--- src/rtl/VX_gpu_pkg.sv ---
// Shared ALU encodings plus the SAD processing-element op codes and helpers.
package VX_gpu_pkg;

  localparam int ALU_TYPE_BITS = 3;
  localparam logic [ALU_TYPE_BITS-1:0] ALU_TYPE_SAD = 3'd4;

  localparam int SAD_OP_BITS = 2;
  localparam logic [SAD_OP_BITS-1:0] SAD_OP_SAD8     = 2'd0;
  localparam logic [SAD_OP_BITS-1:0] SAD_OP_SAD8_ACC = 2'd1;
  localparam logic [SAD_OP_BITS-1:0] SAD_OP_SAD16    = 2'd2;
  localparam logic [SAD_OP_BITS-1:0] SAD_OP_RSVD     = 2'd3;

  localparam int SAD_STAGES = 3;

  // Unsigned byte |a-b| as a 9-bit magnitude (bit 8 is the borrow of a-b,
  // folded away by the conditional negate, so the result never exceeds 255).
  function automatic logic [8:0] sad_absdiff8(input logic [7:0] a, input logic [7:0] b);
    logic [8:0] d;
    d = {1'b0, a} - {1'b0, b};
    return d[8] ? (~d + 9'd1) : d;
  endfunction

endpackage

--- src/rtl/alu_sad_lane.sv ---
// Per-lane SAD datapath: S1 abs-diff register, S2 adder tree + accumulate.
module alu_sad_lane
  import VX_gpu_pkg::*;
#(
  parameter int XLEN = 32
) (
  input  logic                   clk,
  input  logic                   reset,
  input  logic                   ld1_i,
  input  logic                   ld2_i,
  input  logic [SAD_OP_BITS-1:0] op_i,
  input  logic                   act_i,
  input  logic [XLEN-1:0]        rs1_i,
  input  logic [XLEN-1:0]        rs2_i,
  input  logic [XLEN-1:0]        rs3_i,
  output logic [XLEN-1:0]        data_o
);

  localparam int NB = XLEN / 8;
  localparam int NH = XLEN / 16;

  logic [NB-1:0][8:0] mag_d, mag_q;
  logic [XLEN-1:0]    acc_d, acc_q;
  logic               half_d, half_q;
  logic [XLEN-1:0]    sum_d, data_q;

  // S1 next state: per-byte magnitudes; SAD16 chains byte pairs through the borrow
  always_comb begin
    logic [8:0]  lo, hi;
    logic [15:0] raw, mag16;
    mag_d = '0;
    lo    = '0;
    hi    = '0;
    raw   = '0;
    mag16 = '0;
    if (op_i == SAD_OP_SAD16) begin
      for (int h = 0; h < NH; h++) begin
        lo    = {1'b0, rs1_i[16*h +: 8]} - {1'b0, rs2_i[16*h +: 8]};
        hi    = {1'b0, rs1_i[16*h+8 +: 8]} - {1'b0, rs2_i[16*h+8 +: 8]} - {8'd0, lo[8]};
        raw   = {hi[7:0], lo[7:0]};
        mag16 = hi[8] ? (~raw + 16'd1) : raw;
        mag_d[2*h]   = {1'b0, mag16[7:0]};
        mag_d[2*h+1] = {1'b0, mag16[15:8]};
      end
    end else begin
      for (int k = 0; k < NB; k++)
        mag_d[k] = sad_absdiff8(rs1_i[8*k +: 8], rs2_i[8*k +: 8]);
    end
    // inactive lanes and the reserved op contribute nothing
    if (!act_i || op_i == SAD_OP_RSVD) mag_d = '0;
  end

  // accumulator rides along S1 only when it will be used, so S2 can add it blindly
  assign acc_d  = (act_i && op_i == SAD_OP_SAD8_ACC) ? rs3_i : '0;
  assign half_d = (op_i == SAD_OP_SAD16);

  // S1 register
  always_ff @(posedge clk or negedge reset) begin
    if (!reset) begin
      mag_q  <= '0;
      acc_q  <= '0;
      half_q <= 1'b0;
    end else if (ld1_i) begin
      mag_q  <= mag_d;
      acc_q  <= acc_d;
      half_q <= half_d;
    end
  end

  // S2 next state: adder tree; halfword mode weights the odd byte by 256
  always_comb begin
    sum_d = acc_q;
    for (int h = 0; h < NH; h++) begin
      if (half_q)
        sum_d = sum_d + XLEN'(mag_q[2*h][7:0]) + (XLEN'(mag_q[2*h+1][7:0]) << 8);
      else
        sum_d = sum_d + XLEN'(mag_q[2*h]) + XLEN'(mag_q[2*h+1]);
    end
  end

  // S2 register, drives the lane result
  always_ff @(posedge clk or negedge reset) begin
    if (!reset)     data_q <= '0;
    else if (ld2_i) data_q <= sum_d;
  end

  assign data_o = data_q;

endmodule

--- src/rtl/alu_sad_pe.sv ---
// SAD processing element: 3-stage elastic pipeline (S0 input, S1 abs-diff,
// S2 output) with bubble-collapsing stage enables and in-order results.
module alu_sad_pe
  import VX_gpu_pkg::*;
#(
  parameter int NUM_LANES = 4,
  parameter int XLEN      = 32,
  parameter int TAG_WIDTH = 64
) (
  input  logic                      clk,
  input  logic                      reset,
  input  logic                      execute_valid,
  output logic                      execute_ready,
  input  logic [SAD_OP_BITS-1:0]    execute_op,
  input  logic [NUM_LANES-1:0]      execute_tmask,
  input  logic [TAG_WIDTH-1:0]      execute_tag,
  input  logic [NUM_LANES*XLEN-1:0] execute_rs1,
  input  logic [NUM_LANES*XLEN-1:0] execute_rs2,
  input  logic [NUM_LANES*XLEN-1:0] execute_rs3,
  output logic                      result_valid,
  input  logic                      result_ready,
  output logic [NUM_LANES-1:0]      result_tmask,
  output logic [TAG_WIDTH-1:0]      result_tag,
  output logic [NUM_LANES*XLEN-1:0] result_data
);

  logic [SAD_STAGES-1:0] vld_pipe_q;
  logic                  en0, en1, en2;
  logic                  ld0, ld1, ld2;

  logic [SAD_OP_BITS-1:0]           op0_q;
  logic [NUM_LANES-1:0]             tmask0_q, tmask1_q, tmask2_q;
  logic [TAG_WIDTH-1:0]             tag0_q, tag1_q, tag2_q;
  logic [NUM_LANES-1:0][XLEN-1:0]   rs1_q, rs2_q, rs3_q;
  logic [NUM_LANES-1:0][XLEN-1:0]   lane_data;

  // a stage moves when it is empty or its successor moves, so bubbles collapse
  assign en2 = !vld_pipe_q[2] || result_ready;
  assign en1 = !vld_pipe_q[1] || en2;
  assign en0 = !vld_pipe_q[0] || en1;

  // data registers only load real ops, keeping held results stable
  assign ld0 = execute_valid && en0;
  assign ld1 = vld_pipe_q[0] && en1;
  assign ld2 = vld_pipe_q[1] && en2;

  assign execute_ready = en0;

  // valid shift register; reset discards everything in flight
  always_ff @(posedge clk or negedge reset) begin
    if (!reset) begin
      vld_pipe_q <= '0;
    end else begin
      if (en0) vld_pipe_q[0] <= execute_valid;
      if (en1) vld_pipe_q[1] <= vld_pipe_q[0];
      if (en2) vld_pipe_q[2] <= vld_pipe_q[1];
    end
  end

  // S0 input register: op, operands and sideband
  always_ff @(posedge clk or negedge reset) begin
    if (!reset) begin
      op0_q    <= '0;
      tmask0_q <= '0;
      tag0_q   <= '0;
      rs1_q    <= '0;
      rs2_q    <= '0;
      rs3_q    <= '0;
    end else if (ld0) begin
      op0_q    <= execute_op;
      tmask0_q <= execute_tmask;
      tag0_q   <= execute_tag;
      rs1_q    <= execute_rs1;
      rs2_q    <= execute_rs2;
      rs3_q    <= execute_rs3;
    end
  end

  // sideband follows its op through S1 and S2
  always_ff @(posedge clk or negedge reset) begin
    if (!reset) begin
      tmask1_q <= '0;
      tag1_q   <= '0;
      tmask2_q <= '0;
      tag2_q   <= '0;
    end else begin
      if (ld1) begin
        tmask1_q <= tmask0_q;
        tag1_q   <= tag0_q;
      end
      if (ld2) begin
        tmask2_q <= tmask1_q;
        tag2_q   <= tag1_q;
      end
    end
  end

  for (genvar l = 0; l < NUM_LANES; l++) begin : g_lane
    alu_sad_lane #(.XLEN(XLEN)) u_lane (
      .clk    (clk),
      .reset  (reset),
      .ld1_i  (ld1),
      .ld2_i  (ld2),
      .op_i   (op0_q),
      .act_i  (tmask0_q[l]),
      .rs1_i  (rs1_q[l]),
      .rs2_i  (rs2_q[l]),
      .rs3_i  (rs3_q[l]),
      .data_o (lane_data[l])
    );
  end

  assign result_valid = vld_pipe_q[2];
  assign result_tmask = tmask2_q;
  assign result_tag   = tag2_q;
  assign result_data  = lane_data;

endmodule

--- config.mk ---
export PLATFORM = sky130hd
export DESIGN_NAME = alu_sad_pe
export DESIGN_NICKNAME = d
export VERILOG_FILES = /design/src/rtl/VX_gpu_pkg.sv /design/src/rtl/alu_sad_lane.sv /design/src/rtl/alu_sad_pe.sv
export SDC_FILE = /design/constraint.sdc
export NUM_CORES = 2
export LEC_CHECK = 0
export ABC_AREA = 1
export BUFFER_PORTS_ARGS = -buffer_cell sky130_fd_sc_hd__buf_2
export CAP_MARGIN = 40
export CORE_MARGIN = 2
export CORE_UTILIZATION = 30
export CTS_BUF_LIST = sky130_fd_sc_hd__clkbuf_8 sky130_fd_sc_hd__clkbuf_16
export CTS_CLUSTER_SIZE = 12
export DETAILED_ROUTE_END_ITERATION = 6
export GPL_ROUTABILITY_DRIVEN = 0
export GPL_TIMING_DRIVEN = 0
export PLACE_DENSITY_LB_ADDON = 0.2
export SLEW_MARGIN = 10
export SYNTH_ARGS = -nofsm -noshare
export SYNTH_HDL_FRONTEND = slang
export SYNTH_SLANG_ARGS = --single-unit
--- constraint.sdc ---
create_clock -name clk -period 4.6 [get_ports clk]
set_input_delay 0.46 -clock clk [delete_from_list [all_inputs] [get_ports clk]]
set_output_delay 0.46 -clock clk [all_outputs]
set_load 0.005 [all_outputs]
After elaboration in Yosys (flattened, before gate mapping)
Cells that the tools add are included.
{"block": "word_totals", "out_inout_bits": 198, "ff_bits": 994, "wordCells": 219, "in_bits": 458}
{"block": "classes", "reduce_logical": 21, "bitwise": 24, "eq_ne": 3, "addsub": 80, "mux": 44}
{"cell": "$add A32 B9 Y32", "count": 16}
{"cell": "$mux W32", "count": 12}
{"cell": "$mux W36", "count": 8}
{"cell": "$add A32 B16 Y32", "count": 8}
{"cell": "$add A32 B8 Y32", "count": 8}
{"cell": "$add A9 B1 Y9 const B", "count": 16}
{"cell": "$mux W9", "count": 16}
{"cell": "$not A9 Y9", "count": 16}
{"cell": "$sub A8 B8 Y9", "count": 16}
{"cell": "$add A16 B1 Y16 const B", "count": 8}
{"cell": "$mux W16", "count": 8}
{"cell": "$not A16 Y16", "count": 8}
{"cell": "$sub A9 B1 Y9", "count": 8}
{"cell": "$logic_and A1 B1 Y1", "count": 7}
{"cell": "$logic_not A1 Y1", "count": 7}
{"cell": "$logic_or A1 B1 Y1", "count": 7}
{"cell": "$eq A2 B2 Y1 const B", "count": 2}
{"cell": "$eq A2 B1 Y1 const B", "count": 1}

Logic depth before layout (Yosys ltp)
{"block": "depth", "ltp_word": 7, "ltp_mapped": 33}

Modules after synthesis
Synthesis repeated with hierarchy kept, for this count alone.
{"block": "hier_totals", "cells_unflattened": 10931, "hier_area_um2": 73690.7}
{"module": "alu_sad_lane (g_lane[0].u_lane ...)", "cells_each": 2112, "instances": 2, "seq_area_each_um2": 2527.4, "area_each_um2": 12732.2}
{"module": "alu_sad_pe", "cells_each": 2554, "instances": 1, "seq_area_each_um2": 14839.2, "area_each_um2": 22924.5}
{"module": "alu_sad_lane (g_lane[1].u_lane)", "cells_each": 2104, "instances": 1, "seq_area_each_um2": 2527.4, "area_each_um2": 12753.5}
{"module": "alu_sad_lane (g_lane[3].u_lane)", "cells_each": 2049, "instances": 1, "seq_area_each_um2": 2527.4, "area_each_um2": 12548.3}

Least setup slack after synthesis
No wires, ideal clock.
{"block": "synth_path", "path_kind": "reg2reg", "start": "reg g_lane[2].u_lane.half_q (netlist name)", "end": "reg g_lane[3].u_lane.data_q[25]", "path_slack_ps": 53, "required_ps": 4482, "path_stages_with_launch": 30, "n_path_buf": 6, "setup_ps": 118, "arrival_ps": 4429, "path_cell_list": "dfrtp_1 > buf_2 > inv_1 > buf_2 > buf_4 > buf_2 > buf_2 > buf_1 > nand2_1 > o21ai_0 > inv_1 > fa_1 > inv_1 > ha_1 > inv_1 > fa_1 > inv_1 > nand2_1 > o21ai_0 > nand4_1 > nand3_1 > a21oi_1 > nor2_1 > nand2_1 > nor2_1 > nor2_1 > nor2_2 > nand3b_1 > nand3_1 > nand2_1"}
{"item": "end signal: assignment", "line_no": "alu_sad_lane.sv:84", "rtl": "else if (ld2_i) data_q <= sum_d;"}
{"item": "end: declaration", "line_no": "alu_sad_lane.sv:25", "rtl": "logic [XLEN-1:0] sum_d, data_q;"}

Worst setup path after layout
{"block": "layout_path", "start": "reg g_lane[0].u_lane.mag_q[1] (netlist name)", "end": "reg g_lane[0].u_lane.data_q[6]"}
{"block": "layout_between", "elab_chain_cells": 6, "elab_cells_between_ends": 10, "cone_classes": "add/sub (8); mux (2)"}
{"item": "start: declaration", "line_no": "alu_sad_lane.sv:22", "rtl": "logic [NB-1:0][8:0] mag_d, mag_q;"}
{"item": "start signal: assignment", "line_no": "alu_sad_lane.sv:64", "rtl": "mag_q <= mag_d;"}
{"item": "$add A32 B9 Y32 or $add A32 B8 Y32 (tied branches)", "line_no": "alu_sad_lane.sv:77, alu_sad_lane.sv:75"}
{"item": "$add A32 B9 Y32 or $add A32 B16 Y32 (tied branches)", "line_no": "alu_sad_lane.sv:77, alu_sad_lane.sv:75"}
{"item": "$mux W32 (*)", "line_no": "alu_sad_lane.sv:74", "rtl": "if (half_q)"}
{"item": "$add A32 B9 Y32 or $add A32 B8 Y32 (tied branches)", "line_no": "alu_sad_lane.sv:77, alu_sad_lane.sv:75"}
{"item": "$add A32 B9 Y32 or $add A32 B16 Y32 (tied branches)", "line_no": "alu_sad_lane.sv:77, alu_sad_lane.sv:75"}
{"item": "$mux W32 (*)", "line_no": "alu_sad_lane.sv:74"}
{"item": "end signal: assignment", "line_no": "alu_sad_lane.sv:84"}
{"item": "end: declaration", "line_no": "alu_sad_lane.sv:25"}
Every way passes the cells marked *; elsewhere a longest branch is shown, timed or not.
A chain may end at the register's enable or synchronous reset.

==> results.json <==
{
  "final_nets": 12196,
  "relSlewSlack_pct": 31.09,
  "nFillCells": 24745,
  "grt_max_degree": 152,
  "grt_pass1_vias": 68619,
  "violations": "design-rule violations, negative setup slack",
  "async_flop_share_pct": 100.0,
  "ff2ff_path_depth": 20,
  "final_cell_mix": "nand2_1, inv_1, dfrtp_1, buf_2, nor2_1",
  "grtUsageTotal_pct": 24.93,
  "core_area_um2": 237600,
  "power_density_nw_per_um2": 607.0,
  "worstPathArrival_ps": 5380,
  "rr_startpoint": "g_lane[0].u_lane.mag_q[1]$_DFFE_PN0P_",
  "synth_simple_gate_area_share_pct": 28.67,
  "synthAdderAreaFrac_pct": 9.329,
  "synth_area_per_cell_um2": 7.311,
  "drv_cap": 0,
  "cts.sinks": 994,
  "drv_slew": 0,
  "hold_viol": 0,
  "vias": 72595,
  "synth_xor_area_share_pct": 2.568,
  "postRouteWirelength_mm": 311.5,
  "clockBufferDepth": 3,
  "antenna_left": 0,
  "die_w_um": 492.8,
  "synth_edf_count": 0,
  "drive_gt1_share_pct": 19.57,
  "finalCritPeriodShare_pct": 102.2,
  "leakagePower_nw": 45.70,
  "crit_chain": "fa_1 -> ha_4 -> inv_2 -> fa_2 -> inv_2 -> nand3_2 -> nand2_4 -> nor2_2 -> o21a_2 -> fa_1 -> inv_2 -> ha_4 -> buf_4 -> a21oi_1 -> o21ai_2 -> nor2_2 -> xor2_1 -> nor2_1 -> o21ai_0 -> nand2_1",
  "finalWorstSetupSlack_ps": -101.4,
  "routedWlPerCell_um": 21.41,
  "grt_antenna_before_repair": 19,
  "io_buffers": 655,
  "fp.dieArea_um2": 242800,
  "yosysSeqAreaShare_pct": 34.70,
  "required_ps": 5280,
  "grt-ovfl-total": 0,
  "final_common_cell": "nand2_1",
  "fin_skew_ps": 89.95,
  "cts_tree": "built",
  "grt_first_pass_wirelength_mm": 453.3,
  "drc": 2,
  "dp_slack_ps": -2667,
  "max_stage_delay_ps": 820,
  "synth_cells": 9804,
  "crit_fanout": 3,
  "fin_setup_tns_ps": -489.7,
  "ys_warn_count": 0,
  "ir_worst_vdd_uv": 394.4,
  "r2r_slack_ps": -100,
  "fin_util_pct": 39.04,
  "max_freq_ghz": 0.2127,
  "die_y_um": 492.8,
  "holdWs_ps": 204.2,
  "pin_count": 656,
  "critPathKind": "flip-flop to flip-flop",
  "status": "finished, violations left",
  "first_pass_iters": 7,
  "rows": 179,
  "cpMostUsedCell": "inv_2",
  "start_util_pct": 30.16,
  "htreeDepth": 3,
  "numCtsBuffers": 116,
  "hold_class": "input port to asynchronous set/reset pin",
  "reg2reg_to": "g_lane[0].u_lane.data_o[6]$_DFFE_PN0P_",
  "synth_cell_types": 70,
  "synth_area_um2": 71670,
  "hpwl_mm": 248.6,
  "crit_path_end_kind": "flip-flop",
  "worst_path_max_delay_cell": "o21ai_0",
  "finalCriticalPeriod_ps": 4701,
  "synth-compound-area-share_pct": 10.84,
  "via_per_inst": 4.990,
  "start_kind": "flip-flop",
  "synth_fp_nets": 10734,
  "tightest_slew_ps": 1023,
  "drt-initial-drc-count": 6527,
  "clk_latency_ps": 840,
  "yosys_register_bits": 994,
  "clk_pin_slew_ps": 70,
  "synthFlopType": "dfrtp_1",
  "rsz0062_at_grt": "true",
  "synth_mux_area_share_pct": 4.981,
  "synth_top_family_by_area": "simple AND/OR/NAND/NOR gates",
  "syn2layout_area_growth_pct": 29.42,
  "finalSetupViolations": 18,
  "cts_root_buf": "clkbuf_16"
}
-- flip-flops by register name (all words and copies together), names as in the netlist, 128 cells and up --
name	count
g_lane.u_lane.data_o	128
g_lane.u_lane.acc_q	128
g_lane.u_lane.mag_q	144
rs1_q	128
rs2_q	128
rs3_q	128
-- cells by family after synthesis --
| family | after synthesis |
|---|---|
| mux | 317 |
| simple gates | 4771 |
| compound gates | 1394 |
| flops | 994 |
| fa+ha+maj | 472 |
| buf+inv | 1657 |
| xor+xnor | 199 |
-- synth_stat cells (all sizes together) (86+ instances only) --
cell	count	area share [%]
a21oi	490	3.5
buf	87	0.68
clkbuf	239	1.3
dfrtp	994	35
fa	104	2.9
ha	368	6.4
inv	1325	6.9
mux2	317	5.0
nand2	2799	15
nand3	746	5.3
nand4	268	2.3
nor2	733	4.0
nor3	89	0.72
o211ai	86	0.98
o21ai	613	4.3
xor2	136	1.8
-- area by class of cell --
| cell class | instances | area [µm²] | share of cell area, % |
|---|---|---|---|
| clock inverters | 76 | 715.7 | 0.7715 |
| well taps | 3167 | 3963 | 4.272 |
| diodes | 16 | 40.04 | 0.04316 |
| inverters | 1331 | 5010 | 5.401 |
| clock buffers | 140 | 3233 | 3.485 |
| plain buffers | 324 | 1714 | 1.848 |
| repair buffers | 1345 | 10300 | 11.10 |
| flip-flops and latches | 994 | 24950 | 26.90 |
| multi-input cells | 7154 | 42830 | 46.18 |
-- routing by layer --
metal / wire, µm / global-route usage [%] / up-vias
met2: 132200 / 37.66 / 2502
met4: 15100 / 10.80 / 10
li1: - / - / 34939
met3: 20090 / 3.225 / 505
met1: 144000 / 35.55 / 34639
met5: 62 / 0 / -
-- through the flow --
step,cells,power [mW],area (µm²)
detailed placement,13699,41.57,80070
finish,14547,56.31,92760
floorplan,9804,30.88,71670
global placement,13626,40.76,78910
CTS,14458,53.71,90650
global route,14538,60.41,92740
-- how the worst max path moves through the flow --
stage          depth (start not counted)                                       to                                  start  slack [ps]
5_1_grt                               25  g_lane[0].u_lane.data_o[28]$_DFFE_PN0P_  g_lane[0].u_lane.mag_q[1]$_DFFE_PN0P_        -250
3_5_place_dp                          28  g_lane[1].u_lane.data_o[15]$_DFFE_PN0P_    g_lane[2].u_lane.half_q$_DFFE_PN0P_       -2670
6_report                              20   g_lane[0].u_lane.data_o[6]$_DFFE_PN0P_  g_lane[0].u_lane.mag_q[1]$_DFFE_PN0P_        -100
2_1_floorplan                         29  g_lane[3].u_lane.data_o[25]$_DFFE_PN0P_    g_lane[2].u_lane.half_q$_DFFE_PN0P_          50
3_3_place_gp                           1  g_lane[0].u_lane.data_o[28]$_DFFE_PN0P_                                  reset      -19460
4_1_cts                               29  g_lane[0].u_lane.data_o[25]$_DFFE_PN0P_    g_lane[2].u_lane.half_q$_DFFE_PN0P_         -20
-- where the power goes --
part	total [mW]	switching [mW]	internal [mW]
clock	9.59	4.28	5.31
sequential	13.3	2.17	11.1
combinational	33.5	21.1	12.4
total	56.3	27.5	28.8
-- what timing repair did --
item                                    CTS  global route
resized for setup                       362           394
endpoints found under the setup margin  134           158
buffers inserted                         88            76
hold buffers                            455             0
pin swaps                               100           226
hold endpoints to repair                561             0
gates cloned                              1             0
-- worst max-delay path, delay by kind of cell, from the launching register on --
family          cells  cell delay [ps]
simple gates        6              550
xor+xnor            1              200
buf+inv             4              280
flops               1              410
fa+ha+maj           5             1790
compound gates      4             1290
Note: power is estimated with default switching activity, not from simulation.
